--- config.mk ---
export PLATFORM = sky130hd
export DESIGN_NAME = mult_seq_coef
export DESIGN_NICKNAME = d
export VERILOG_FILES = /design/src/rtl/mult_seq_coef_pkg.sv /design/src/rtl/mult_seq_coef_pp_gen.sv /design/src/rtl/mult_seq_coef.sv
export SDC_FILE = /design/constraint.sdc
export NUM_CORES = 1
export LEC_CHECK = 0
export CORE_MARGIN = 1.5
export CORE_UTILIZATION = 55
export DETAILED_ROUTE_END_ITERATION = 10
export GPL_ROUTABILITY_DRIVEN = 0
export PLACE_DENSITY = 0.77
export SYNTH_ARGS = -nofsm -noshare
export SYNTH_HDL_FRONTEND = slang
export SYNTH_SLANG_ARGS = --single-unit
export TNS_END_PERCENT = 5
--- constraint.sdc ---
create_clock -name clk -period 3.55 [get_ports clk]
set_input_delay 0.5325 -clock clk [delete_from_list [all_inputs] [get_ports clk]]
set_output_delay 0.5325 -clock clk [all_outputs]
set_load 0.05 [all_outputs]
--- src/rtl/mult_seq_coef_pkg.sv ---
// Shared types and helpers for the sequential run-time-coefficient multiplier.
package mult_seq_pkg;

  typedef enum logic [1:0] {
    IDLE = 2'd0,
    BUSY = 2'd1,
    DONE = 2'd2
  } state_t;

  localparam int MASK_WIDTH = 64;

  // Counter width for a given coefficient width; never narrower than one bit
  function automatic int cnt_width(input int coef_width);
    return (coef_width > 1) ? $clog2(coef_width) : 1;
  endfunction

  // Ones in columns [out_width-1:trunc_bits], zeros in the truncated low columns
  function automatic logic [MASK_WIDTH-1:0] trunc_mask(input int trunc_bits, input int out_width);
    logic [MASK_WIDTH-1:0] m;
    m = '0;
    for (int i = 0; i < MASK_WIDTH; i++) begin
      if (i >= trunc_bits && i < out_width) m[i] = 1'b1;
    end
    return m;
  endfunction

endpackage

--- src/rtl/mult_seq_coef_pp_gen.sv ---
// Partial-product generator: one shifted, masked, optionally negated addend per coefficient bit.
module mult_pp_gen
  import mult_seq_pkg::*;
#(
  parameter int BIT_WIDTH  = 5,
  parameter int OUT_WIDTH  = 13,
  parameter int TRUNC_BITS = 0,
  parameter int CNT_WIDTH  = 3
) (
  input  logic signed [BIT_WIDTH-1:0] inp,
  input  logic        [CNT_WIDTH-1:0] k,
  input  logic                        coef_bit,
  input  logic                        sign_bit,
  output logic signed [OUT_WIDTH-1:0] addend
);

  localparam logic [OUT_WIDTH-1:0] MASK = OUT_WIDTH'(trunc_mask(TRUNC_BITS, OUT_WIDTH));

  logic signed [OUT_WIDTH-1:0] ext;
  logic signed [OUT_WIDTH-1:0] pp;

  // The coefficient sign bit carries negative weight, so its partial product is subtracted
  always_comb begin
    ext    = OUT_WIDTH'(inp);
    pp     = (ext << k) & MASK;
    addend = '0;
    if (coef_bit) addend = sign_bit ? -pp : pp;
  end

endmodule

--- src/rtl/mult_seq_coef.sv ---
// Radix-2 shift-add signed multiplier with a run-time coefficient and valid/ready handshakes.
module mult_seq_coef
  import mult_seq_pkg::*;
#(
  parameter int BIT_WIDTH  = 5,
  parameter int COEF_WIDTH = 8,
  parameter int OUT_WIDTH  = BIT_WIDTH + COEF_WIDTH,
  parameter int TRUNC_BITS = 0
) (
  input  logic                         clk,
  input  logic                         rst,
  input  logic                         in_valid,
  output logic                         in_ready,
  input  logic signed [BIT_WIDTH-1:0]  inp,
  input  logic signed [COEF_WIDTH-1:0] coef,
  output logic                         out_valid,
  input  logic                         out_ready,
  output logic signed [OUT_WIDTH-1:0]  out,
  output logic                         busy
);

  localparam int                   CNT_WIDTH = cnt_width(COEF_WIDTH);
  localparam logic [CNT_WIDTH-1:0] LAST      = CNT_WIDTH'(COEF_WIDTH - 1);

  state_t                      state;
  state_t                      state_next;
  logic        [CNT_WIDTH-1:0] cnt;
  logic signed [OUT_WIDTH-1:0] acc;
  logic signed [OUT_WIDTH-1:0] addend;
  logic signed [OUT_WIDTH-1:0] sum;
  logic signed [BIT_WIDTH-1:0] inp_q;
  logic       [COEF_WIDTH-1:0] coef_q;
  logic                        last_bit;
  logic                        accept;

  mult_pp_gen #(
    .BIT_WIDTH (BIT_WIDTH),
    .OUT_WIDTH (OUT_WIDTH),
    .TRUNC_BITS(TRUNC_BITS),
    .CNT_WIDTH (CNT_WIDTH)
  ) u_pp_gen (
    .inp     (inp_q),
    .k       (cnt),
    .coef_bit(coef_q[cnt]),
    .sign_bit(last_bit),
    .addend  (addend)
  );

  assign sum = acc + addend;

  always_ff @(posedge clk) begin
    if (rst) state <= IDLE;
    else     state <= state_next;
  end

  // in_ready is masked by rst so nothing is accepted on the reset edge
  always_comb begin
    state_next = state;
    in_ready   = (state == IDLE) && !rst;
    busy       = (state == BUSY);
    out_valid  = (state == DONE);
    last_bit   = (cnt == LAST);
    accept     = in_valid && in_ready;
    unique case (state)
      IDLE:    if (accept)    state_next = BUSY;
      BUSY:    if (last_bit)  state_next = DONE;
      DONE:    if (out_ready) state_next = IDLE;
      default: state_next = IDLE;
    endcase
  end

  // out is a separate register so it survives the accumulator clear on the next accept
  always_ff @(posedge clk) begin
    if (rst) begin
      cnt    <= '0;
      acc    <= '0;
      out    <= '0;
      inp_q  <= '0;
      coef_q <= '0;
    end else if (accept) begin
      inp_q  <= inp;
      coef_q <= coef;
      acc    <= '0;
      cnt    <= '0;
    end else if (state == BUSY) begin
      acc <= sum;
      if (last_bit) begin
        out <= sum;
        cnt <= '0;
      end else begin
        cnt <= cnt + 1'b1;
      end
    end
  end

endmodule

==> results.ini, run 1 <==
[status]
status=finished, final reports clean

[timing]
slew_headroom=0.394
finalWorstSetupSlack_ns=0.284
rsz0062_at_grt=no
period_share=0.920
fin_crit_ns=3.27
fin_skew_ns=0.0129
max_slew.worst_pin.slew_ns=0.906
fin_tns_setup_ns=0
finalHoldViolations=0
drv_slew=0
setup_viol=0
fmaxAchievable_mhz=306

[routing]
antenna_left=0
routed_wire_length_per_instance_um=13.8
routed_wl_um=6420
vias_per_cell=5.63
vias=2618
drc_errors=0
firstDrtPassIters=4
drtIter0Drc=225

[run]
drv_cap=0

[grt]
grt_first_pass_wirelength_um=10600
grt_max_degree=31
antenna_found_initial=0
gr-total-overflow=0
grt_pass1_vias=2328
track_usage=0.248

[die]
die_width_um=74.7
num_rows=25
dieArea_um2=5570
initial_core_util=0.582
io_pins=33
fp.coreArea_um2=4850
die_height_um=74.7

[worst_setup_path]
cp-end-kind=register
start_kind=register
rrSetupSlack_ns=0.28
reg2regPathDepth=15
critical_path_peak_fanout=11
worstPathArrival_ns=3.50
path_class=register to register
r2r-start=inp_q[4]
regToRegEndpoint=out[10]
cp_data_required_time_ns=3.79

[logic_synthesis]
ys_warn_count=0
syn_area_um2=2820
synth_ff_type=dfxtp_1
avgSynthCellArea_um2=7.72
syn_nets=398
synth_edf_count=0
ys_seq_area_frac=0.312
synth_top_area_cell=dfxtp_1
syn-instance-count=366
synth_top_area_frac=0.312
yosys-top-cells-area=dfxtp_1, nand2_1, a21oi_1
yosysUniqueCellTypes=49
postSynth.asyncResetShare=0
ys_seq_elements=44

[clocking]
cts_tree=yes
cts_resized=0
cts_setup_buffers=0
clk_latency_ns=0.30
cts.clk_slew.worst_paths_ns=0.09
numCtsBuffers=5
cts_hold_buf=0
htree_levels=2
clock_path_buffers=2
cts.sinks=44
root_buffer=clkbuf_8

[layout]
nFillCells=409
area_delta_synth_final_pct=18.4
final_nets=429
antenna_cells=0
layout_common_cells=nand2_1, dfxtp_1, a21oi_1
layout_commonest_cell=nand2_1
drive_gt1_frac=0.101

[worst_hold_path]
min_path_type=register to register
worstHoldStart=out[7]
whs_endpoint=out[7]
holdPathStages=2

[placed_design]
dp_slack_ns=0.0840
hpwl_um=4590
numPortBuffers=32

[power_and_ir_drop]
power_density_nw_per_um2=316
power.leakage_uw=0.00123
ir_drop_mv=0.245

cells in the mapped netlist (8+ instances only):
cell and instances:
dfxtp_1 44, clkbuf_1 16, o21ai_0 20, nor2b_1 8
nor2_1 31, nor3_1 12, nand2_1 68, nand2b_1 16
xnor2_1 12, a21oi_1 39, ha_1 14
how the worst max path moves through the flow:
stage	startpoint	end	cells after the start
after floorplan	cnt[1]	out[12]	15
after global placement	cnt[0]	out[10]	16
after detailed placement	cnt[0]	out[10]	16
after CTS	cnt[0]	out[10]	16
after global routing	cnt[0]	out[12]	14
final	inp_q[4]	out[10]	15
through the flow:
step	util	instance area (µm²)	cells	hold WS, ns	total power (µW)
CTS	0.686	3330	465	0.465	1060
global placement	0.666	3230	457	0.443	724
finish	0.690	3340	465	0.462	1060
floorplan	-	2820	366	0.431	666
global route	0.690	3340	465	0.483	1110
detailed placement	0.666	3230	457	0.449	727
where the power goes:
part,switching (µW),internal (µW),total (µW)
logic,102,88.3,190
registers,21.2,509,530
clock network,179,158,337
total,302,755,1060
layer usage:
metal / share of wire / up-vias / wire, µm / global-route usage
met4: 0.013 / 0 / 82 / 0.0646
met2: 0.44 / 50 / 2850 / 0.388
met3: 0.043 / 7 / 276 / 0.0495
met1: 0.50 / 1239 / 3210 / 0.352
li1: - / 1322 / - / -
met5: 0 / - / 0 / 0
critical path, stage by stage, from the launching register on:
cell and delay (ns):
dfxtp_1 0.59, mux2i_1 0.12, mux2_2 0.27, o21ai_0 0.27
nor4b_2 0.10, buf_4 0.17, nand2b_1 0.15, xnor2_1 0.13
nor2_1 0.14, ha_1 0.29, a21oi_1 0.20, a21oi_1 0.12
nor3b_1 0.26, xnor2_1 0.17, nand2_1 0.07, a21oi_1 0.15
state kept, by name (all words and copies together) (netlist names):
register  cells
inp_q         5
coef_q        8
cnt           3
state         2
acc          13
out          13
area by class of cell:
class / instances / area [µm²] / area share
Clock buffer: 6 / 82.6 / 0.0247
Clock inverter: 2 / 15.0 / 0.00449
Inverter: 8 / 30.0 / 0.00898
Multi-Input combinational cell: 292 / 1820 / 0.544
Sequential cell: 44 / 888 / 0.266
Tap cell: 67 / 83.8 / 0.0251
Timing Repair Buffer: 46 / 425 / 0.127
logic make-up after synthesis:
logic type,Yosys count,share of synthesized area
flops,44,0.312
compound gates,88,0.183
xor+xnor,15,0.0465
buf+inv,30,0.0479
fa+ha+maj,15,0.0691
mux,15,0.0727
simple gates,159,0.268
No activity file was read; power rests on OpenSTA's default activity.
==> run 2: changes to the inputs <==
- CAP_MARGIN: default -> 5
==> results of run 2 <==
Same layout as run 1: the final DEF is identical, and so are final timing and power.
==> run 3: changes to the inputs <==
--- a/config.mk
+++ b/config.mk
@@ -13,2 +13,3 @@
 export PLACE_DENSITY = 0.77
+export SLEW_MARGIN = 15
 export SYNTH_ARGS = -nofsm -noshare
==> constraint.sdc (replaced) <==
create_clock -name clk -period 3.55 [get_ports clk]
set_input_delay 1.065 -clock clk [delete_from_list [all_inputs] [get_ports clk]]
set_output_delay 1.065 -clock clk [all_outputs]
set_load 0.05 [all_outputs]
==> results.ini, run 3 (synthesis results as in run 1) <==
[clocking]
cts.clk_slew.worst_paths_ns=0.09  ; about the same
htree_levels=2  ; unchanged
clk_latency_ns=0.30  ; about the same
cts.sinks=44  ; unchanged
root_buffer=clkbuf_8  ; unchanged
numCtsBuffers=5  ; unchanged
cts_hold_buf=0  ; unchanged
cts_tree=yes  ; unchanged
clock_path_buffers=2  ; unchanged

[worst_setup_path]
cp-end-kind=register  ; unchanged
critical_path_peak_fanout=11  ; unchanged
worstPathArrival_ns=3.53  ; was 3.50 ns
rrSetupSlack_ns=0.24  ; was 0.28 ns
start_kind=register  ; unchanged
cp_data_required_time_ns=3.77  ; was 3.79 ns
reg2regPathDepth=12  ; was 15
path_class=register to register  ; unchanged
r2r-start=inp_q[4]  ; unchanged
regToRegEndpoint=out[12]  ; was out[10]

[routing]
drtIter0Drc=184  ; was 225
routed_wire_length_per_instance_um=14.1  ; was 13.8 µm
drc_errors=0  ; unchanged
vias_per_cell=5.49  ; was 5.63
antenna_left=0  ; unchanged
vias=2546  ; was 2618
routed_wl_um=6540  ; was 6420 µm
firstDrtPassIters=4  ; unchanged

[timing]
fin_skew_ns=0.00681  ; was 0.0129 ns
finalHoldViolations=0  ; unchanged
setup_viol=0  ; unchanged
period_share=0.933  ; was 0.920
slew_headroom=0.384  ; was 0.394
drv_slew=0  ; unchanged
fin_crit_ns=3.31  ; was 3.27 ns
max_slew.worst_pin.slew_ns=0.921  ; was 0.906 ns
fmaxAchievable_mhz=302  ; was 306 MHz

[layout]
finish.utilization=0.694  ; was 0.690
antenna_cells=0  ; unchanged
final_nets=428  ; was 429
area_delta_synth_final_pct=19.2  ; was 18.4%
top_regs=acc x13, out x13, coef_q x8  ; unchanged
nFillCells=423  ; was 409
drive_gt1_frac=0.108  ; was 0.101
layout_commonest_cell=nand2_1  ; unchanged
layout_common_cells=nand2_1, dfxtp_1, a21oi_1  ; unchanged
fin_cells=464  ; was 465

[placed_design]
numPortBuffers=32  ; unchanged
hpwl_um=4810  ; was 4590 µm
dp.cells=456  ; was 457

[worst_hold_path]
holdPathStages=2  ; unchanged
min_path_type=register to register  ; unchanged
worstHoldStart=out[8]  ; was out[7]
whs_endpoint=out[8]  ; was out[7]

[grt]
grt_first_pass_wirelength_um=10800  ; was 10600 µm
antenna_found_initial=0  ; unchanged
grt_pass1_vias=2317  ; was 2328
track_usage=0.252  ; was 0.248
gr-total-overflow=0  ; unchanged
met2_usage=0.390  ; was 0.388
grt_max_degree=31  ; unchanged
met3_usage=0.0469  ; was 0.0495
busiest_layer=met2  ; unchanged
grtUsageMet1=0.360  ; was 0.352

[run]
drv_cap=0  ; unchanged

[power_and_ir_drop]
ir_drop_mv=0.242  ; was 0.245 mV
power_density_nw_per_um2=317  ; was 316 nW/µm²
power.leakage_uw=0.00124  ; was 0.00123 µW

[die]
num_rows=25  ; unchanged
die_height_um=74.7  ; unchanged
die_width_um=74.7  ; unchanged
initial_core_util=0.582  ; unchanged
io_pins=33  ; unchanged
dieArea_um2=5570  ; unchanged
fp.coreArea_um2=4850  ; unchanged

[status]
status=finished, final reports clean  ; unchanged

[run 3: metal layers]
metal	wire, µm	vias up
met1	3270	1159
li1	-	1319
met2	2830	57
met5	0	-
met4	93	0
met3	340	11
[run 3: repair_timing]
action	CTS	global route
setup buffers	0	0
endpoints found under the setup margin	0	9
resized for setup	0	11
[run 3: where the power goes]
part	internal, µW	leakage (µW)	switching (µW)
registers	509	0.000359	20.2
logic	90.9	0.000842	105
clock network	158	0.0000434	183
[run 3: metrics by stage]
step | cell area (µm²) | hold slack, ns | TNS, ns | power (µW) | setup WS, ns
5_1_grt | 3370 | 0.477 | -0.00192 | 1120 | -0.00192
3_5_place_dp | 3230 | 0.452 | 0 | 729 | 0.114
6_report | 3370 | 0.463 | 0 | 1070 | 0.239
4_1_cts | 3330 | 0.467 | 0 | 1070 | 0.0948
2_1_floorplan | 2820 | 0.431 | 0 | 666 | 0.156
3_3_place_gp | 3230 | 0.445 | 0 | 726 | 0.194
[run 3: worst max-delay path by stage]
stage / startpoint / end / depth (start not counted)
6_report: inp_q[4] / out[12] / 12
3_5_place_dp: cnt[1] / out[10] / 14
2_1_floorplan: rst / cnt[0] / 7
5_1_grt: cnt[0] / out[12] / 14
3_3_place_gp: cnt[1] / out[10] / 14
4_1_cts: cnt[1] / out[10] / 14
[run 3: final cells by class]
| class | count | area [µm²] | area share |
|---|---|---|---|
| clock buffers | 6 | 82.6 | 0.0245 |
| flip-flops and latches | 44 | 887 | 0.263 |
| repair buffers | 45 | 428 | 0.127 |
| multi-input cells | 292 | 1840 | 0.547 |
| well taps | 67 | 83.8 | 0.0249 |
| inverters | 8 | 30.0 | 0.00892 |
| clock inverters | 2 | 15.0 | 0.00446 |
[run 3: worst max-delay path, cell delays in order, from the launching register on]
cell       delay [ns]
dfxtp_1          0.43
mux4_2           0.56
or3_1            0.37
a21oi_1          0.15
a2111oi_1        0.07
ha_1             0.33
o21a_1           0.14
o31a_1           0.19
o211ai_1         0.12
a21oi_1          0.30
o22ai_2          0.16
and3_1           0.21
nor4_2           0.20
